[config.mk]
export PLATFORM = sky130hd
export DESIGN_NAME = mmio_bus_ctrl
export DESIGN_NICKNAME = d
export VERILOG_FILES = /design/src/rtl/mmio_pkg.sv /design/src/rtl/mmio_addr_decode.sv /design/src/rtl/mmio_bus_ctrl.sv
export SDC_FILE = /design/constraint.sdc
export NUM_CORES = 1
export LEC_CHECK = 0
export CAP_MARGIN = 20
export CELL_PAD_IN_SITES_DETAIL_PLACEMENT = 0
export CELL_PAD_IN_SITES_GLOBAL_PLACEMENT = 1
export CORE_UTILIZATION = 33
export CTS_CLUSTER_DIAMETER = 100
export DETAILED_ROUTE_END_ITERATION = 10
export GPL_TIMING_DRIVEN = 0
export PLACE_DENSITY = 0.87
export SYNTH_ARGS = -nofsm -noshare
export SYNTH_HDL_FRONTEND = slang
export SYNTH_SLANG_ARGS = --single-unit
[constraint.sdc]
create_clock -name Clk -period 5.1 [get_ports Clk]
set_clock_uncertainty 0.1 [all_clocks]
set_input_delay 1.02 -clock Clk [delete_from_list [all_inputs] [get_ports Clk]]
set_output_delay 1.02 -clock Clk [all_outputs]
set_load 0.02 [all_outputs]
[src/rtl/mmio_pkg.sv]
// mmio_pkg: shared encodings for the memory-mapped bus controller
package mmio_pkg;
   typedef enum logic [1:0] {S_IDLE, S_BUSY, S_DONE, S_ERR} state_t;
   localparam logic [1:0] SLV_DMEM = 2'd0;
   localparam logic [1:0] SLV_FACT = 2'd1;
   localparam logic [1:0] SLV_GPIO = 2'd2;
   localparam logic [1:0] SLV_FP   = 2'd3;
   localparam logic [3:0] RGN_DMEM = 4'h0;
   localparam logic [3:0] RGN_FACT = 4'h8;
   localparam logic [3:0] RGN_GPIO = 4'h9;
   localparam logic [3:0] RGN_FP   = 4'hA;
   localparam logic [31:0] ERR_DATA_DEF = 32'hDEADBEEF;
endpackage

[src/rtl/mmio_addr_decode.sv]
// mmio_addr_decode: maps address bits [11:8] to a slave index and a mapped flag
module mmio_addr_decode
   import mmio_pkg::*;
(
   input  logic [3:0] region,
   output logic       mapped,
   output logic [1:0] idx
);
   assign mapped = region == RGN_DMEM || region == RGN_FACT || region == RGN_GPIO || region == RGN_FP;
   assign idx = region == RGN_FACT ? SLV_FACT :
                region == RGN_GPIO ? SLV_GPIO :
                region == RGN_FP   ? SLV_FP   : SLV_DMEM;
endmodule

[src/rtl/mmio_bus_ctrl.sv]
// mmio_bus_ctrl: sequences one core access to one of four slaves, stalling until ack or timeout
module mmio_bus_ctrl
   import mmio_pkg::*;
#(
   parameter int unsigned  TIMEOUT  = 16,
   parameter logic [31:0]  ERR_DATA = ERR_DATA_DEF
)(
   input  logic        Clk,
   input  logic        reset,
   input  logic        cpu_req,
   input  logic        cpu_we,
   input  logic [31:0] cpu_addr,
   input  logic [31:0] cpu_wdata,
   output logic [31:0] cpu_rdata,
   output logic        cpu_stall,
   output logic [3:0]  slv_req,
   output logic        slv_we,
   output logic [3:0]  slv_addr,
   output logic [31:0] slv_wdata,
   input  logic [3:0]  slv_ack,
   input  logic [31:0] slv_rdata0,
   input  logic [31:0] slv_rdata1,
   input  logic [31:0] slv_rdata2,
   input  logic [31:0] slv_rdata3,
   input  logic        err_clr,
   output logic        bus_err,
   output logic [31:0] err_addr
);
   state_t      state, next;
   logic [7:0]  cnt;
   logic [1:0]  tgt, dec_idx;
   logic        dec_mapped, we_q, ack, err_set;
   logic [31:0] addr_q, wdata_q, rdata_q, rd_mux;
   mmio_addr_decode u_dec (
      .region (cpu_addr[11:8]),
      .mapped (dec_mapped),
      .idx    (dec_idx)
   );
   assign ack = slv_ack[tgt];
   assign rd_mux = tgt == SLV_DMEM ? slv_rdata0 :
                   tgt == SLV_FACT ? slv_rdata1 :
                   tgt == SLV_GPIO ? slv_rdata2 : slv_rdata3;
   assign err_set = next == S_ERR;
   always_ff @(posedge Clk) begin
      if (reset) state <= S_IDLE;
      else       state <= next;
   end
   // ack beats timeout when both land in the same BUSY cycle
   always_comb begin
      next = S_IDLE;
      unique case (state)
         S_IDLE:  next = !cpu_req ? S_IDLE : dec_mapped ? S_BUSY : S_ERR;
         S_BUSY:  next = ack ? S_DONE : cnt == 8'(TIMEOUT - 1) ? S_ERR : S_BUSY;
         default: next = S_IDLE;
      endcase
   end
   // requests are gated by reset so no slave sees a strobe while the bus is being reset
   always_comb begin
      cpu_stall = cpu_req && (state == S_IDLE || state == S_BUSY);
      slv_req   = state == S_BUSY && !reset ? 4'b0001 << tgt : 4'b0000;
      slv_we    = state == S_BUSY && !reset && we_q;
      cpu_rdata = state == S_ERR ? ERR_DATA : rdata_q;
      slv_addr  = addr_q[5:2];
      slv_wdata = wdata_q;
   end
   always_ff @(posedge Clk) begin
      if (reset) begin
         tgt      <= SLV_DMEM;
         we_q     <= 1'b0;
         addr_q   <= '0;
         wdata_q  <= '0;
         rdata_q  <= '0;
         cnt      <= '0;
         bus_err  <= 1'b0;
         err_addr <= '0;
      end else begin
         if (state == S_IDLE && cpu_req && dec_mapped) begin
            tgt     <= dec_idx;
            we_q    <= cpu_we;
            addr_q  <= cpu_addr;
            wdata_q <= cpu_wdata;
         end
         cnt <= state == S_BUSY ? cnt + 8'd1 : 8'd0;
         if (state == S_BUSY && ack) rdata_q <= rd_mux;
         bus_err <= err_set || (bus_err && !err_clr);
         if (err_set && (!bus_err || err_clr)) err_addr <= state == S_IDLE ? cpu_addr : addr_q;
      end
   end
endmodule

**After elaboration in Yosys (flattened, before gate mapping)**

Index checks and enable logic that the tools add are counted.

- Input port bits: 201
- Memories: 0
- Word-level logic and storage cells: 59
- Output and inout port bits: 107
- Memory bits (read-only): 0
- Latch bits: 0
- Memory bits (writable): 0
- Bits in registers: 142

- Reduce and logical (&&, ||, !) cells: 21
- Magnitude comparators: 1
- $mul: 0
- Muxes and demuxes: 16
- Add/subtract/negate cells: 1
- Bitwise operators: 1
- Div/mod/pow operators: 0
- Eq/ne operators: 9
- Shift-type cells: 1

Operators with widths:

| operator | number |
|---|---|
| $mux W32 | 5 |
| $mux W2 | 7 |
| $eq A4 B4 Y1 const B | 3 |
| $add A8 B1 Y8 const B | 1 |
| $eq A8 B4 Y1 const B | 1 |
| $logic_and A1 B1 Y1 | 8 |
| $eq A2 B2 Y1 const B | 3 |
| $logic_or A1 B1 Y1 | 6 |
| $eq A2 B1 Y1 const B | 2 |
| $logic_not A2 Y1 | 2 |
| $logic_not A4 Y1 | 1 |
| $mux W4 | 1 |
| $pmux W2 S2 | 1 |
| $shl A1 B2 Y4 const A | 1 |
| $logic_not A1 Y1 | 3 |
| $lt A2 B3 Y1 const B | 1 |
| $bmux W1 S2 | 1 |
| $reduce_or A2 Y1 | 1 |
| $mux W1 | 1 |
| $not A1 Y1 | 1 |

**Depth between registers and ports, before layout**

Gate-level depths: netlist (run 1).

- Depth after elaboration: 9
- Mapped depth: 7
- Gate-level depth less buffers: 5

**Modules after synthesis**

From an unflattened synthesis (run 1), not the netlist that was laid out.

- Cells, all modules: 726
- Area total of the unflattened synthesis: 6396.1 sq um

Modules (own cells, without submodules):

| module | instances | area an instance (sq um) | cells an instance | sequential area each (sq um) |
|---|---|---|---|---|
| mmio_bus_ctrl | 1 | 6351.1 | 719 | 2842.7 |
| mmio_addr_decode | 1 | 45.0 | 7 | 0.0 |

**Least setup slack after synthesis (run 1)**

OpenSTA, ideal clock, no wires.

- Path type: in2out
- Start: in reset
- End: out slv_req[0]
- Path buffers: 1
- Slack: 2206 ps
- Data required time: 3980 ps
- Stages: 3
- Arrival time: 1774 ps
- Cells stage by stage: nand2b_1 clkbuf_1 nor3_1

- Longest elaborated chain between the ends: 3

RTL lines:

| element | RTL line | RTL |
|---|---|---|
| from (decl) | mmio_bus_ctrl.sv:9 | `input logic reset,` |
| $logic_not A1 Y1 | mmio_bus_ctrl.sv:60 | `slv_req = state == S_BUSY && !reset ? 4'b0001 << tgt : 4'b0000;` |
| $logic_and A1 B1 Y1 | mmio_bus_ctrl.sv:60 |  |
| $mux W4 | mmio_bus_ctrl.sv:60 |  |
| to (decl) | mmio_bus_ctrl.sv:16 | `output logic [3:0] slv_req,` |

No other way between the ends.

**Worst setup path after layout (run 1)**

- Start: in reset
- End: out slv_req[3]

Same word-level chain as after synthesis.

==> qor.csv, run 1 <==
stage,metric,value,unit
flow_run,cap_violations,0,
global_routing,grt_pass1_vias,6755,
floorplanning,fp.dieArea,21900,sq um
placement,gp_congestion,0.846,
synth,synthSimpleGateAreaFrac,0.190,
floorplanning,die_h,148,um
worst_setup_path,ff2ff_path_depth,7,
clocking,cts_tree,done,
synth,ys.warnings.count,0,
sta,tightest_slew,0.660,ns
clocking,clock_sinks,142,
worst_setup_path,worstSetupPathType,primary input to output pin,
sta,grt_setup_unrepaired,false,
worst_setup_path,cp_data_required_time,3.98,ns
sta,timing.final.crit_share,0.853,
worst_setup_path,end_kind,output pin,
global_routing,grt_pass1_wl,38900,um
pwr,power_frac_seq,0.380,
floorplanning,die_w,148,um
synth,synth-seq-cells,142,
synth,synth_top_family_by_area,simple AND/OR/NAND/NOR gates,
clocking,postCtsHoldBufs,0,
detailed_routing,vias,7232,
global_routing,met1_usage,0.328,
cells_and_area,diodes,0,
synth,async_flop_share,0,
floorplanning,initial_core_util,0.335,
pwr,p_leak,3.94,nW
synth,yosys.area_share.xor_xnor,0.00748,
synth,synth_compound_area_frac,0.172,
worst_setup_path,crit_path_top_delay_cell,clkdlybuf4s50_1,
pwr,clock_power_share,0.408,
synth,syn_area,7030,sq um
clocking,cts_setup_buffers,0,
pwr,p_int,2.26,mW
pwr,swShare,0.274,
clocking,cts_max_level,4,
detailed_routing,firstDrtPassIters,5,
pwr,pwr-share-comb,0.212,
detailed_routing,avgViaCountPerCell,5.09,
detailed_routing,wirelength,25600,um
worst_setup_path,critical_path_buf_inv_count,3,
worst_setup_path,worstPathMaxFanout,10,
floorplanning,rows,53,
pwr,finalPower,3.11,mW
worst_setup_path,crit_chain,clkdlybuf4s50_1 -> clkbuf_1 -> nor2_1 -> and3_1 -> clkdlybuf4s50_1,
min_path,min_path_cells,2,
sta,fmax,0.230,GHz
sta,final-hold-violation-count,0,
global_routing,grt_busiest_layer,met2,
min_path,hp-class,flop to flop,
clocking,clock-root-buffer,clkbuf_16,
synth,synth_ff_type,dfxtp_1,
synth,synth-edff-count,0,
detailed_routing,wl_per_cell,18.0,um
synth,syn_nets,1008,
cells_and_area,drive_above_1_share,0.0961,
sta,max_slew_margin,0.560,
worst_setup_path,crit_cells,5,
global_routing,grt_overflow,0,
pwr,ir_drop,227,uV
synth,avgSynthCellArea,8.72,sq um
run_status,status,"finished, final reports clean",
synth,synthAdderAreaFrac,0.00178,
clocking,insertion_delay,0.42,ns
worst_setup_path,r2r_slack,2.56,ns
global_routing,antenna_found_initial,0,
pwr,switching_power,851,uW
global_routing,grt_max_degree,17,
synth,synth_cell_types,31,
global_routing,gr-usage-met3,0.0522,
worst_setup_path,cp.arrival,3.23,ns
synth,syn_inst,806,
clocking,ctsResizeCount,0,
cells_and_area,fin_nets,1335,
synth,ys_seq_area_frac,0.404,
cells_and_area,area_growth,57.2,%
sta,setup_viol,0,
worst_setup_path,cpMostUsedCell,clkdlybuf4s50_1,
clocking,cts_buffer_depth,2,
detailed_routing,ant_nets,0,
floorplanning,coreArea,21000,sq um
placement,dp_cells,1388,
sta,whs,0.349,ns
cells_and_area,stdcell_count,1420,
placement,portBuffers,307,
clocking,clk_pin_slew,0.06,ns
worst_setup_path,critPathTopFamily,buffers and inverters,
worst_setup_path,critPathLaunchType,primary input,
floorplanning,num_io_pins,308,
detailed_routing,route.detailed.drc,0,
sta,drv_slew,0,
detailed_routing,drt_iter0_drc,393,
pwr,cellPowerDensity,282,nW/um^2
worst_setup_path,slowest_delay,0.70,ns
clocking,cts_made_buffers,17,
global_routing,grt_usage,0.233,
placement,hpwlAfterDp,19500,um
sta,setup_tns,0,ns
synth,synthMuxAreaShare,0.173,
sta,min_period,4.35,ns
global_routing,grt_use_met2,0.361,
==> area by class of cell <==
type,instances,area (sq um)
Fill cell,1995,9910
Clock inverter,13,166
Clock buffer,18,429
Timing Repair Buffer,308,3080
Tap cell,275,344
Sequential cell,142,2840
Buffer,83,355
Multi-Input combinational cell,581,3830
==> power groups by stage <==
stage / logic [mW] / clock network (mW) / registers, mW
detailed placement: 0.656 / 0 / 1.21
global route: 0.708 / 1.35 / 1.19
global placement: 0.654 / 0 / 1.21
CTS: 0.659 / 1.29 / 1.18
finish: 0.660 / 1.27 / 1.18
floorplan: 0.280 / 0 / 1.23
==> synth_stat cells, types with 2 or more instances <==
master	number	share of area
and3_1	4	0.0036
mux2_2	2	0.0032
buf_1	4	0.0021
xor2_1	3	0.0037
nand3_1	66	0.047
nand2_1	104	0.056
nor2b_1	36	0.032
a21oi_1	136	0.097
dfxtp_1	142	0.40
mux4_2	33	0.11
buf_2	5	0.0036
nor3b_1	2	0.0021
mux2_4	30	0.064
and2_1	11	0.0098
o21ai_0	100	0.071
nor2_1	12	0.0064
nand2b_1	29	0.026
clkbuf_1	67	0.036
xnor2_1	3	0.0037
buf_6	3	0.0048
buf_4	4	0.0043
==> state kept, by name, summed over array words and instances, names as in the netlist <==
register   flops
addr_q        32
bus_err        1
err_addr      32
cnt            8
slv_wdata     32
we_q           1
rdata_q       32
tgt            2
state          2
==> worst paths after layout <==
kind | start | endpoint
worst max-delay path | reset | slv_req[3]
worst min register to register | rdata_q[18] | rdata_q[18]
worst min-delay path | rdata_q[18] | rdata_q[18]
worst max register to register | state[1] | addr_q[18]
==> cells in the final DEF (no fill, tap or decap), drive strengths merged <==
cell type | Yosys | layout
a2111oi | 1 | 1
mux2 | 32 | 32
inv | 0 | 2
clkinvlp | 0 | 6
bufinv | 0 | 3
nand4b | 1 | 1
nand2 | 104 | 104
xnor2 | 3 | 3
nor3 | 1 | 1
clkbuf | 67 | 85
and3 | 4 | 4
nor2b | 36 | 36
and2 | 11 | 11
o21ai | 100 | 100
buf | 16 | 17
nor3b | 2 | 2
nand2b | 29 | 29
a21o | 1 | 1
dfxtp | 142 | 142
clkinv | 0 | 2
ha | 1 | 1
nand4 | 1 | 1
nor4b | 1 | 1
a2bb2oi | 1 | 1
nand3 | 66 | 66
a21oi | 136 | 136
clkdlybuf4s50 | 0 | 307
nor4 | 1 | 1
nor2 | 12 | 12
xor2 | 3 | 3
mux4 | 33 | 33
or3 | 1 | 1
==> per-layer routing <==
metal / routed length (um) / part of all wire
met1: 11600 / 0.45
met2: 12100 / 0.47
met3: 1570 / 0.061
met4: 313 / 0.012
met5: 0 / 0
==> through the flow <==
stage          worst slack [ns]  utilization  cell area [sq um]
2_1_floorplan              2.21            -               7030
3_3_place_gp              0.784        0.499              10400
3_5_place_dp              0.793        0.499              10400
4_1_cts                   0.787        0.527              11000
5_1_grt                   0.646        0.527              11000
6_report                  0.752        0.527              11000
==> worst reg2reg max path, stage by stage (launching register included) <==
cell and delay (ns):
dfxtp_1 0.34, clkbuf_1 0.41, nor2_1 0.27, nand2_1 0.19, clkbuf_1 0.43, clkbuf_1 0.43, o21ai_0 0.15, a21oi_1 0.16
==> logic make-up (layout without fill, tap and decap cells) <==
group / after synthesis / after routing
AND/OR/NAND/NOR: 270 / 270
adder cells (fa/ha/maj): 1 / 1
flip-flops: 142 / 142
XOR/XNOR: 6 / 6
AO/OA/AOI/OAI: 239 / 239
buffers and inverters: 83 / 422
multiplexers: 65 / 65
No activity file was read; power rests on OpenSTA's default activity.
==> inputs of run 2 (changes only) <==
Settings changed: ABC_AREA set to 1, CORE_UTILIZATION 33 to 30, PLACE_DENSITY 0.87 to 0.85.
==> qor.csv, run 2 <==
stage,metric,value,unit
worst_setup_path,cp.arrival,3.30,ns
synth,ys_seq_area_frac,0.414,
synth,syn_inst,1037,
detailed_routing,route.detailed.drc,0,
clocking,clock_sinks,142,
global_routing,antenna_found_initial,1,
clocking,cts_setup_buffers,0,
clocking,ctsResizeCount,0,
floorplanning,rows,55,
detailed_routing,wirelength,25900,um
synth,async_flop_share,0,
detailed_routing,drt_iter0_drc,451,
synth,synth-edff-count,0,
worst_setup_path,r2r_end,addr_q[13],
sta,tightest_slew,0.712,ns
pwr,ir_drop,206,uV
worst_setup_path,critPathLaunchType,primary input,
floorplanning,num_io_pins,308,
synth,synth_top_area_frac,0.414,
sta,setup_viol,0,
worst_setup_path,timing.rr.start,state[1],
pwr,cellPowerDensity,296,nW/um^2
worst_setup_path,end_kind,output pin,
pwr,finalPower,3.22,mW
detailed_routing,ant_nets,0,
global_routing,grt_overflow,0,
synth,synth.most_common_cell,nor2_1,
pwr,p_leak,4.63,nW
synth,synth_top_cell_by_area,dfxtp_1,
worst_setup_path,crit_path_end,slv_req[2],
synth,synth_cell_types,30,
global_routing,grt_pass1_vias,7212,
detailed_routing,avgViaCountPerCell,4.66,
cells_and_area,mostFrequentLayoutCells,"306 x clkdlybuf4s50_1, 211 x nor2_1, 179 x nand2_1",
detailed_routing,firstDrtPassIters,8,
synth,synth_ff_type,dfxtp_1,
floorplanning,fp.dieArea,23500,sq um
worst_setup_path,worstSetupPathType,primary input to output pin,
min_path,hp-class,flop to flop,
worst_setup_path,ff2ff_path_depth,9,
cells_and_area,fin_nets,1564,
global_routing,grt_pass1_wl,39700,um
floorplanning,die_w,153,um
detailed_routing,wl_per_cell,15.6,um
clocking,postCtsHoldBufs,0,
clocking,clock-root-buffer,clkbuf_16,
detailed_routing,vias,7724,
global_routing,grt_max_degree,17,
worst_setup_path,startpoint,reset,
worst_setup_path,worstPathMaxFanout,10,
clocking,cts_tree,done,
synth,syn_area,6870,sq um
sta,timing.final.crit_share,0.866,
floorplanning,coreArea,22600,sq um
synth,syn_nets,1239,
cells_and_area,final_common_cell,clkdlybuf4s50_1,
clocking,insertion_delay,0.42,ns
worst_setup_path,cp_data_required_time,3.98,ns
floorplanning,die_h,153,um
sta,drv_slew,0,
cells_and_area,n_fill_cell,2335,
clocking,clk_pin_slew,0.06,ns
placement,gp_congestion,0.895,
placement,portBuffers,306,
synth,synth-seq-cells,142,
sta,fmax,0.226,GHz
clocking,cts_made_buffers,17,
sta,grt_setup_unrepaired,false,
synth,synthTopCellsByArea,"dfxtp_1 41%, nor2_1 12%, nand2_1 9.8%",
clocking,cts_buffer_depth,2,
worst_setup_path,r2r_slack,2.92,ns
run_status,status,"finished, final reports clean",
floorplanning,initial_core_util,0.305,
placement,hpwlAfterDp,20100,um
synth,synth_common_cells,"211 x nor2_1, 179 x nand2_1, 142 x dfxtp_1",
sta,final-hold-violation-count,0,
synth,avgSynthCellArea,6.63,sq um
sta,min_period,4.42,ns
clocking,cts_max_level,4,
flow_run,cap_violations,0,
sta,setup_tns,0,ns
cells_and_area,drive_above_1_share,0.0655,
global_routing,grt_usage,0.217,
sta,max_slew_margin,0.525,
synth,ys.warnings.count,0,
cells_and_area,area_growth,58.3,%
==> run 2: metal layers <==
metal	global-route usage	vias to the layer above	share of wire
li1	-	3965	-
met1	0.284	3561	0.46
met2	0.359	182	0.48
met3	0.0462	16	0.048
met4	0.0586	0	0.011
met5	0	-	0
==> run 2: worst min path at each step <==
stage | start | endpoint | slack [ns] | depth (start not counted)
floorplan | cnt[0] | cnt[0] | 0.32 | 1
global placement | addr_q[10] | addr_q[10] | 0.33 | 2
detailed placement | addr_q[10] | addr_q[10] | 0.33 | 2
finish | addr_q[10] | addr_q[10] | 0.35 | 2
CTS | addr_q[10] | addr_q[10] | 0.34 | 2
global route | addr_q[15] | addr_q[15] | 0.37 | 2
==> run 2: kinds of logic (layout without fill, tap and decap cells) <==
group                    count (synthesis)  after routing  synth area share
buffers and inverters                  156            492            0.0956
other                                    0              1                 0
AO/OA/AOI/OAI                          271            271             0.211
AND/OR/NAND/NOR                        465            465             0.276
flip-flops                             142            142             0.414
adder cells (fa/ha/maj)                  1              1           0.00182
XOR/XNOR                                 2              2           0.00255
==> run 2: worst max-delay path: stages <==
cell	delay [ns]
clkbuf_1	0.19
inv_1	0.12
clkbuf_1	0.55
nand2_1	0.21
clkbuf_1	0.30
nor2_1	0.22
clkdlybuf4s50_1	0.66
==> run 2: final cells by class <==
cell class | instances | area, sq um | share of cell area
antenna | 1 | 2.50 | 0.000230
buffer | 78 | 364 | 0.0335
clock buffer | 19 | 443 | 0.0407
clock inverter | 11 | 144 | 0.0132
inverter | 78 | 293 | 0.0269
multi-input combinational | 739 | 3370 | 0.310
sequential | 142 | 2840 | 0.261
tap | 285 | 357 | 0.0328
timing repair buffer | 306 | 3060 | 0.281
==> run 2: where the power goes <==
| group | switching [mW] | total (mW) | internal, mW |
|---|---|---|---|
| registers | 0.0360 | 1.22 | 1.19 |
| clock network | 0.493 | 1.27 | 0.775 |
| logic | 0.375 | 0.735 | 0.360 |
==> run 2: stage by stage <==
stage	setup slack, ns	cell area (sq um)	cells	hold WS, ns	util
CTS	0.605	10900	1658	0.343	0.482
global route	0.541	10900	1659	0.365	0.482
finish	0.684	10900	1659	0.345	0.482
floorplan	1.85	6870	1037	0.318	-
global placement	0.642	10300	1628	0.328	0.456
detailed placement	0.617	10300	1628	0.332	0.456
==> inputs of run 3 (changes only) <==
Settings changed: PLACE_DENSITY 0.85 to unset, PLACE_DENSITY_LB_ADDON set to 0.1.
==> qor.csv, run 3 (synthesized netlist as in run 2, its figures left out) <==
stage,metric,value,unit
run_status,status,"finished, final reports clean",
worst_setup_path,cp_data_required_time,3.98,ns
detailed_routing,ant_nets,0,
worst_setup_path,cp.arrival,3.10,ns
sta,worst_slack,0.883,ns
detailed_routing,route.detailed.drc,0,
cells_and_area,drive_above_1_share,0.0662,
cells_and_area,fin_nets,1564,
worst_setup_path,worstSetupPathType,primary input to output pin,
floorplanning,num_io_pins,308,
global_routing,grt_max_degree,17,
worst_setup_path,critPathTopFamily,buffers and inverters,
cells_and_area,mostFrequentLayoutCells,"306 x clkdlybuf4s50_1, 211 x nor2_1, 179 x nand2_1",
placement,gp_congestion,0.816,
sta,final-hold-violation-count,0,
worst_setup_path,crit_path_top_delay_cell,clkdlybuf4s50_1,
sta,setup_tns,0,ns
global_routing,grt_use_met2,0.367,
floorplanning,fp.dieArea,23500,sq um
detailed_routing,avgViaCountPerCell,4.60,
sta,max_slew_margin,0.500,
clocking,clock_sinks,142,
global_routing,antenna_found_initial,2,
clocking,cts_made_buffers,17,
worst_setup_path,crit_chain,clkbuf_1 -> inv_1 -> clkbuf_1 -> nand2_1 -> clkbuf_1 -> nor2_1 -> clkdlybuf4s50_1,
global_routing,met1_usage,0.284,
clocking,cts_max_level,4,
placement,hpwlAfterDp,20100,um
floorplanning,die_h,153,um
pwr,cellPowerDensity,300,nW/um^2
worst_setup_path,cpMostUsedCell,clkbuf_1,
clocking,cts_tree,done,
global_routing,gr-usage-met3,0.0757,
detailed_routing,wirelength,26600,um
sta,setup_viol,0,
clocking,insertion_delay,0.42,ns
flow_run,cap_violations,0,
worst_setup_path,critPathLaunchType,primary input,
detailed_routing,wl_per_cell,16.0,um
placement,portBuffers,306,
sta,drv_slew,0,
worst_setup_path,end_kind,output pin,
floorplanning,rows,55,
global_routing,grt_usage,0.226,
clocking,cts_setup_buffers,0,
sta,fmax,0.237,GHz
floorplanning,initial_core_util,0.305,
cells_and_area,area_growth,58.8,%
global_routing,grt_overflow,0,
floorplanning,coreArea,22600,sq um
global_routing,grt_pass1_vias,7307,
cells_and_area,final_common_cell,clkdlybuf4s50_1,
cells_and_area,register_area,2840,sq um
cells_and_area,n_fill_cell,2372,
pwr,finalPower,3.28,mW
clocking,clock-root-buffer,clkbuf_16,
clocking,postCtsHoldBufs,0,
worst_setup_path,worstPathMaxFanout,10,
cells_and_area,multi_input_area,3370,sq um
detailed_routing,vias,7638,
detailed_routing,drt_iter0_drc,412,
global_routing,grt_pass1_wl,40900,um
sta,grt_setup_unrepaired,false,
placement,pre_cts_ws,0.812,ns
pwr,p_leak,4.65,nW
min_path,hp-class,flop to flop,
sta,min_period,4.22,ns
global_routing,grt_busiest_layer,met2,
worst_setup_path,critical_path_buf_inv_count,5,
pwr,ir_drop,185,uV
sta,timing.final.crit_share,0.827,
sta,tightest_slew,0.751,ns
detailed_routing,firstDrtPassIters,6,
clocking,ctsResizeCount,0,
worst_setup_path,slowest_delay,0.67,ns
clocking,clk_pin_slew,0.05,ns
floorplanning,die_w,153,um
clocking,cts_buffer_depth,2,
[run 3: changes by cell type in the layout (fill, tap and decap cells not counted)]
cell / delta
clkbuf_8: +1
diode_2: +1
clkbuf_1: +1
inv_6: +2
clkinv_4: +3
clkinv_2: -3
clkinvlp_4: -2
[run 3: through the flow]
step                utilization  hold slack (ns)  area, sq um  cells
global route              0.484            0.361        10900   1661
floorplan                     -            0.318         6870   1037
finish                    0.484            0.345        10900   1662
detailed placement        0.456            0.338        10300   1628
global placement          0.456            0.332        10300   1628
CTS                       0.483            0.349        10900   1660
[run 3: cell type report]
class / instances / share of cell area
Buffer: 78 / 0.0334
Timing Repair Buffer: 306 / 0.281
Clock inverter: 11 / 0.0144
Tap cell: 285 / 0.0327
Antenna cell: 2 / 0.000458
Clock buffer: 21 / 0.0422
Sequential cell: 142 / 0.260
Inverter: 78 / 0.0268
Multi-Input combinational cell: 739 / 0.309
[run 3: where the power goes]
group	internal [mW]	switching, mW
sequential	1.19	0.0355
combinational	0.360	0.372
clock	0.803	0.522
[run 3: worst paths after layout]
check                                   to  slack (ns)     start  depth (start not counted)
worst max-delay path            slv_req[0]        0.88     reset                          7
worst min-delay path                cnt[0]        0.34    cnt[0]                          1
worst max register to register        we_q        2.88  state[1]                          9
worst min register to register      cnt[0]        0.34    cnt[0]                          1
[run 3: routing by layer]
layer	wire length, um	part of all wire
met1	12000	0.45
met3	1750	0.066
met4	499	0.019
met2	12300	0.46
met5	14	0.00053
[run 3: worst reg2reg max path: stages, from the launching register on]
cell,delay (ns)
dfxtp_1,0.34
inv_1,0.06
nand2_1,0.12
nor2_1,0.19
inv_1,0.11
a21oi_2,0.39
inv_2,0.20
clkbuf_1,0.29
o21ai_0,0.25
a21oi_1,0.06
